===== src/rtl/bpu_train_if.sv =====
// bpu_train_if: EX verify / fetch redirect / BHT write bundle for the training controller
interface bpu_train_if #(parameter int IDX_W = 8, parameter int TAG_W = 21);
  logic flush_ex;
  logic upd_valid;
  logic upd_ready;
  logic [31:0] upd_pc;
  logic upd_taken;
  logic [31:0] upd_target;
  logic upd_success;
  logic [1:0] upd_count;
  logic [2:0] upd_br_type;
  logic mispredict_flush;
  logic redirect_valid;
  logic [31:0] redirect_target;
  logic redirect_ack;
  logic ds_done;
  logic bht_we;
  logic [IDX_W-1:0] bht_waddr;
  logic [TAG_W-1:0] bht_wtag;
  logic [31:0] bht_wtarget;
  logic [1:0] bht_wcount;
  logic [2:0] bht_wtype;
  logic init_busy;
  logic correcting;
  modport master (
    output flush_ex, upd_valid, upd_pc, upd_taken, upd_target, upd_success, upd_count, upd_br_type,
           redirect_ack, ds_done,
    input  upd_ready, mispredict_flush, redirect_valid, redirect_target,
           bht_we, bht_waddr, bht_wtag, bht_wtarget, bht_wcount, bht_wtype, init_busy, correcting
  );
  modport slave (
    input  flush_ex, upd_valid, upd_pc, upd_taken, upd_target, upd_success, upd_count, upd_br_type,
           redirect_ack, ds_done,
    output upd_ready, mispredict_flush, redirect_valid, redirect_target,
           bht_we, bht_waddr, bht_wtag, bht_wtarget, bht_wcount, bht_wtype, init_busy, correcting
  );
endinterface


===== src/rtl/bpu_train_ctrl.sv =====
// bpu_train_ctrl: BHT clear sweep, training FIFO/write port and misprediction redirect FSM
module bpu_train_ctrl #(
  parameter int IDX_W = 8,
  parameter int TAG_W = 21,
  parameter int FIFO_DEPTH = 4
) (
  input logic clk,
  input logic reset,
  bpu_train_if.slave bus
);
  localparam int EW = IDX_W + TAG_W + 37;
  localparam int PW = $clog2(FIFO_DEPTH);
  localparam logic [1:0] IDLE = 2'd0, WAIT_DS = 2'd1, REDIRECT = 2'd2;
  logic [EW-1:0] mem [FIFO_DEPTH];
  logic [PW:0] wp, rp;
  logic [IDX_W-1:0] sweep;
  logic busy;
  logic [1:0] state;
  logic [31:0] tgt;
  logic full, empty, accept, enq, deq, misp;
  logic [1:0] inc, dec, new_cnt;
  logic [EW-1:0] entry;
  assign full = (wp[PW] != rp[PW]) && (wp[PW-1:0] == rp[PW-1:0]);
  assign empty = wp == rp;
  assign bus.upd_ready = !busy && !full;
  assign accept = bus.upd_valid && bus.upd_ready;
  // updates arriving while a correction is pending are wrong-path and only consumed
  assign enq = accept && state == IDLE;
  assign deq = !busy && !empty;
  assign misp = enq && !bus.upd_success && !bus.flush_ex;
  assign bus.mispredict_flush = misp;
  assign inc = bus.upd_count == 2'b11 ? 2'b11 : bus.upd_count + 2'd1;
  assign dec = bus.upd_count == 2'b00 ? 2'b00 : bus.upd_count - 2'd1;
  assign new_cnt = bus.upd_success ? (bus.upd_taken ? inc : dec) : (bus.upd_taken ? 2'b10 : 2'b01);
  assign entry = {bus.upd_pc[IDX_W+1:2], bus.upd_pc[31:32-TAG_W], bus.upd_target, new_cnt, bus.upd_br_type};
  assign bus.bht_we = busy || !empty;
  assign {bus.bht_waddr, bus.bht_wtag, bus.bht_wtarget, bus.bht_wcount, bus.bht_wtype} =
    busy ? {sweep, {(EW-IDX_W){1'b0}}} : mem[rp[PW-1:0]];
  assign bus.init_busy = busy;
  assign bus.correcting = state != IDLE;
  assign bus.redirect_valid = state == REDIRECT;
  assign bus.redirect_target = tgt;
  always_ff @(posedge clk)
    if (enq && !reset) mem[wp[PW-1:0]] <= entry;
  always_ff @(posedge clk) begin
    if (reset) begin
      wp <= '0;
      rp <= '0;
      sweep <= '0;
      busy <= 1'b1;
    end else begin
      if (enq) wp <= wp + 1'b1;
      if (deq) rp <= rp + 1'b1;
      if (busy) sweep <= sweep + 1'b1;
      if (busy && &sweep) busy <= 1'b0;
    end
  end
  always_ff @(posedge clk) begin
    if (reset || bus.flush_ex) begin
      state <= IDLE;
      tgt <= '0;
    end else begin
      state <= state == IDLE    ? (misp ? WAIT_DS : IDLE) :
               state == WAIT_DS ? (bus.ds_done ? REDIRECT : WAIT_DS) :
                                  (bus.redirect_ack ? IDLE : REDIRECT);
      if (misp) tgt <= bus.upd_taken ? bus.upd_target : bus.upd_pc + 32'd8;
    end
  end
endmodule

===== src/flat_wrapper.sv =====
// flat-port wrapper written by rule: the top's interface ports become plain ports
module bpu_train_ctrl_flat 
#(
  parameter int IDX_W = 8,
  parameter int TAG_W = 21,
  parameter int FIFO_DEPTH = 4
)
  (clk, reset, bus_flush_ex, bus_upd_valid, bus_upd_pc, bus_upd_taken, bus_upd_target, bus_upd_success, bus_upd_count, bus_upd_br_type, bus_redirect_ack, bus_ds_done, bus_upd_ready, bus_mispredict_flush, bus_redirect_valid, bus_redirect_target, bus_bht_we, bus_bht_waddr, bus_bht_wtag, bus_bht_wtarget, bus_bht_wcount, bus_bht_wtype, bus_init_busy, bus_correcting);
  bpu_train_if #(.IDX_W(IDX_W), .TAG_W(TAG_W)) bus_i ();
  input logic clk;
  input logic reset;
  input wire logic [$bits(bus_i.flush_ex)-1:0] bus_flush_ex;
  input wire logic [$bits(bus_i.upd_valid)-1:0] bus_upd_valid;
  input wire logic [$bits(bus_i.upd_pc)-1:0] bus_upd_pc;
  input wire logic [$bits(bus_i.upd_taken)-1:0] bus_upd_taken;
  input wire logic [$bits(bus_i.upd_target)-1:0] bus_upd_target;
  input wire logic [$bits(bus_i.upd_success)-1:0] bus_upd_success;
  input wire logic [$bits(bus_i.upd_count)-1:0] bus_upd_count;
  input wire logic [$bits(bus_i.upd_br_type)-1:0] bus_upd_br_type;
  input wire logic [$bits(bus_i.redirect_ack)-1:0] bus_redirect_ack;
  input wire logic [$bits(bus_i.ds_done)-1:0] bus_ds_done;
  output wire logic [$bits(bus_i.upd_ready)-1:0] bus_upd_ready;
  output wire logic [$bits(bus_i.mispredict_flush)-1:0] bus_mispredict_flush;
  output wire logic [$bits(bus_i.redirect_valid)-1:0] bus_redirect_valid;
  output wire logic [$bits(bus_i.redirect_target)-1:0] bus_redirect_target;
  output wire logic [$bits(bus_i.bht_we)-1:0] bus_bht_we;
  output wire logic [$bits(bus_i.bht_waddr)-1:0] bus_bht_waddr;
  output wire logic [$bits(bus_i.bht_wtag)-1:0] bus_bht_wtag;
  output wire logic [$bits(bus_i.bht_wtarget)-1:0] bus_bht_wtarget;
  output wire logic [$bits(bus_i.bht_wcount)-1:0] bus_bht_wcount;
  output wire logic [$bits(bus_i.bht_wtype)-1:0] bus_bht_wtype;
  output wire logic [$bits(bus_i.init_busy)-1:0] bus_init_busy;
  output wire logic [$bits(bus_i.correcting)-1:0] bus_correcting;
  assign bus_i.flush_ex = bus_flush_ex;
  assign bus_i.upd_valid = bus_upd_valid;
  assign bus_i.upd_pc = bus_upd_pc;
  assign bus_i.upd_taken = bus_upd_taken;
  assign bus_i.upd_target = bus_upd_target;
  assign bus_i.upd_success = bus_upd_success;
  assign bus_i.upd_count = bus_upd_count;
  assign bus_i.upd_br_type = bus_upd_br_type;
  assign bus_i.redirect_ack = bus_redirect_ack;
  assign bus_i.ds_done = bus_ds_done;
  assign bus_upd_ready = bus_i.upd_ready;
  assign bus_mispredict_flush = bus_i.mispredict_flush;
  assign bus_redirect_valid = bus_i.redirect_valid;
  assign bus_redirect_target = bus_i.redirect_target;
  assign bus_bht_we = bus_i.bht_we;
  assign bus_bht_waddr = bus_i.bht_waddr;
  assign bus_bht_wtag = bus_i.bht_wtag;
  assign bus_bht_wtarget = bus_i.bht_wtarget;
  assign bus_bht_wcount = bus_i.bht_wcount;
  assign bus_bht_wtype = bus_i.bht_wtype;
  assign bus_init_busy = bus_i.init_busy;
  assign bus_correcting = bus_i.correcting;
  bpu_train_ctrl #(.IDX_W(IDX_W), .TAG_W(TAG_W), .FIFO_DEPTH(FIFO_DEPTH)) u_core (.clk(clk), .reset(reset), .bus(bus_i));
endmodule

===== config.mk =====
export PLATFORM = sky130hd
export DESIGN_NAME = bpu_train_ctrl_flat
export DESIGN_NICKNAME = d
export VERILOG_FILES = /design/src/rtl/bpu_train_if.sv /design/src/rtl/bpu_train_ctrl.sv /design/src/flat_wrapper.sv
export SDC_FILE = /design/constraint.sdc
export NUM_CORES = 1
export LEC_CHECK = 0
export BUFFER_PORTS_ARGS = -buffer_cell sky130_fd_sc_hd__buf_2
export CORE_MARGIN = 2
export CORE_UTILIZATION = 55
export CTS_BUF_LIST = sky130_fd_sc_hd__clkbuf_4 sky130_fd_sc_hd__clkbuf_8
export DETAILED_ROUTE_END_ITERATION = 8
export PLACE_DENSITY = 0.89
export SLEW_MARGIN = 20
export SYNTH_ARGS = -nofsm -noshare
export SYNTH_HDL_FRONTEND = slang
export SYNTH_SLANG_ARGS = --single-unit

===== constraint.sdc =====
create_clock -name clk -period 8.2 [get_ports clk]
set_input_delay 0.82 -clock clk [delete_from_list [all_inputs] [get_ports clk]]
set_output_delay 0.82 -clock clk [all_outputs]
set_load 0.05 [all_outputs]

==> metrics <==
Clk Latency, worst-skew pair 560 ps; Synth cell types 46; post-synth top area cell edfxtp_1; PostCTS Resize Cnt 0; Max Transition Viols Final 0; number of synthesized flops with an enable pin 264; drt first pass iters 5; Least-Margin Pin Slew 1030 ps; die height 157 um; first-pass GRT wire length 41800 um; #FFs+latches synth 315; Root Driver clkbuf_8; max cap viols 0; Fin Setup TNS 0 ps; Clock Skew 33.3 ps; Final Util 0.648; Post-CTS Hold Buffers 0; RSZ-0062 raised after global routing no; Port-buffer cells 180; Yosys top cell area share 0.615; most frequent cells in the layout 264 x edfxtp_1, 180 x buf_2, 66 x mux4_2, 62 x nand2_1, 60 x and2_1; CP endpoint kind output port; part of the power in registers 0.555; CP required 7380 ps; largest net degree at the start of global routing 68; Slew HR 0.314; Syn Inst Count 787; Syn Std Cell Area 0.0129 mm2; most common cell after layout, fill and taps aside edfxtp_1; GPL Wtd Cong 0.822; Hold Fails Final Rpt 0; met2 usage 0.353; antenna violations before repair 2; clock transition at the registers of the reported paths 60 ps; Mapped Nets 871; HPWL Detailed 17400 um; P_int 2.49 mW; Starting DRT DRC Count 592; DRT Wirelength 27700 um; WL/cell 20.7 um; CTS max path bufs 3; worst-path fanout max 42; num ports 181; CTS tree done; Pwr Density 208 mW/mm2; Rows 56; met1 Use GR 0.312; Vias/cell 5.66; Final nets 1064; share of flip-flops with an asynchronous set or reset 0; top_reg_cell synth edfxtp_1; Mapped Avg Cell Area 16.4 um2; outcome finished clean; Ys Warns 0; CTS buffer count 50; Top Usage Layer GRT met2; total global routing overflow 0; Clock Power Share 0.416; Worst R2R Start u_core.state[1]; Initial Util 0.554; fin worst setup slack 4330 ps; minimum clock period 3870 ps; GRT Overall Usage 0.225; register area share after synthesis 0.694; switching share of power 0.205; flop2flop setup slack 5310 ps; routed vias 7575; GRT met3 Usage 0.0573; CP Launch Type register; Die Wd 157 um; Gate power share 0.029; synth-to-layout area growth 16.8%; DR DRC count 0; final setup fails 0; reg2reg path depth 8; fin crit share 0.472; share of cells above drive strength 1 0.346; largest cells by area after synthesis edfxtp_1 61%, mux4_2 12%, dfxtp_1 7.9%; die footprint 0.0247 mm2; FMAX 258 MHz; Worst Path Arrival 3050 ps; Place WS 4830 ps; critical path endpoint bus_bht_waddr[7]; H-Tree Depth 2; type of the worst min-delay path reg -> reg; Leak 5.35 nW; Core ar. 0.0233 mm2; Antenna Nets Post-Route 0; VDD IR-drop max 0.150 mV; vias in the first global route 7512; RR Endpoint u_core.bus.redirect_target[21]; Crit Path Class reg -> out; clock sinks 315; Setup Buffers After CTS 0; Psw 0.641 mW
[logic make-up after synthesis]
logic type	after synthesis	share of synthesized area
muxes	82	0.128
buffers and inverters	53	0.0170
adders and majority gates	7	0.00679
xor gates and xnor gates	36	0.0245
DFF	315	0.694
AOI/OAI and AO/OA	60	0.0350
and+or+nand+nor	234	0.0948
[synthesized netlist by cell type (2+ instances only)]
cell	number
o32ai_1	2
a21oi_1	15
a31o_2	3
edfxtp_1	264
ha_1	7
nor3_1	6
mux2i_1	13
buf_6	2
o221ai_2	6
nand3_1	20
o22ai_1	6
o41ai_1	2
dfxtp_1	51
buf_1	11
buf_2	4
o21ai_0	9
or2_2	2
nand2b_1	7
a211oi_1	5
and3_1	3
inv_1	8
or3_1	4
xnor2_1	11
nand4_1	24
and4_1	2
xor2_1	25
mux4_2	66
nand2_1	62
nor2b_1	5
o2111ai_1	2
and2_1	63
clkbuf_1	27
nor4_1	3
mux2_2	3
o211ai_2	2
nor2_1	29
o211ai_1	3
a31oi_1	2
[layer usage]
| layer | share of wire | wire length (um) |
|---|---|---|
| met5 | 0 | 0 |
| met4 | 0.025 | 703 |
| met3 | 0.076 | 2110 |
| met2 | 0.48 | 13200 |
| met1 | 0.42 | 11700 |
[per-stage QoR]
stage               power, mW  area (um2)  instances  hold WS, ps
floorplan                1.80       12900        787          472
CTS                      3.14       15100       1336          464
finish                   3.13       15100       1338          459
global placement         1.85       14100       1247          439
detailed placement       1.86       14100       1247          453
global route             3.23       15100       1337          469
[critical path, stage by stage, from the launching register on]
cell and delay (ps):
dfxtp_4 650, buf_4 720, mux4_2 590, nand2_1 120
nand2_1 80, buf_2 210
[flip-flops by register name, summed over array words and instances (netlist names), named ones only]
| register | flops |
|---|---|
| u_core.state | 2 |
| u_core.bus.init_busy | 1 |
| u_core.mem | 264 |
| u_core.rp | 3 |
| u_core.bus.redirect_target | 32 |
| u_core.sweep | 8 |
| u_core.wp | 3 |
[cell type report]
type,count,area [um2]
tap,319,399
multi-input combinational,419,3750
sequential,315,8960
antenna,2,5.00
inverter,9,35.0
clock inverter,21,139
timing repair buffer,185,938
clock buffer,68,842
fill,1667,8200
[worst min path at each step]
stage / from / end / slack (ps) / cells after the start
after floorplan: u_core.sweep[7] / u_core.sweep[7] / 470 / 2
after global placement: u_core.bus.redirect_target[13] / u_core.bus.redirect_target[13] / 440 / 2
after detailed placement: u_core.bus.redirect_target[13] / u_core.bus.redirect_target[13] / 450 / 2
after CTS: u_core.bus.redirect_target[10] / u_core.bus.redirect_target[10] / 460 / 2
after global routing: bus_upd_target[14] / u_core.mem[1][19] / 470 / 1
final: u_core.bus.redirect_target[10] / u_core.bus.redirect_target[10] / 460 / 2
[power groups by stage]
stage | clock [mW] | sequential [mW] | combinational [mW]
2_1_floorplan | 0 | 1.77 | 0.0336
3_3_place_gp | 0 | 1.77 | 0.0859
3_5_place_dp | 0 | 1.77 | 0.0890
4_1_cts | 1.32 | 1.73 | 0.0897
5_1_grt | 1.40 | 1.73 | 0.0991
6_report | 1.30 | 1.73 | 0.0903
Power figures use the tool's default switching activity.
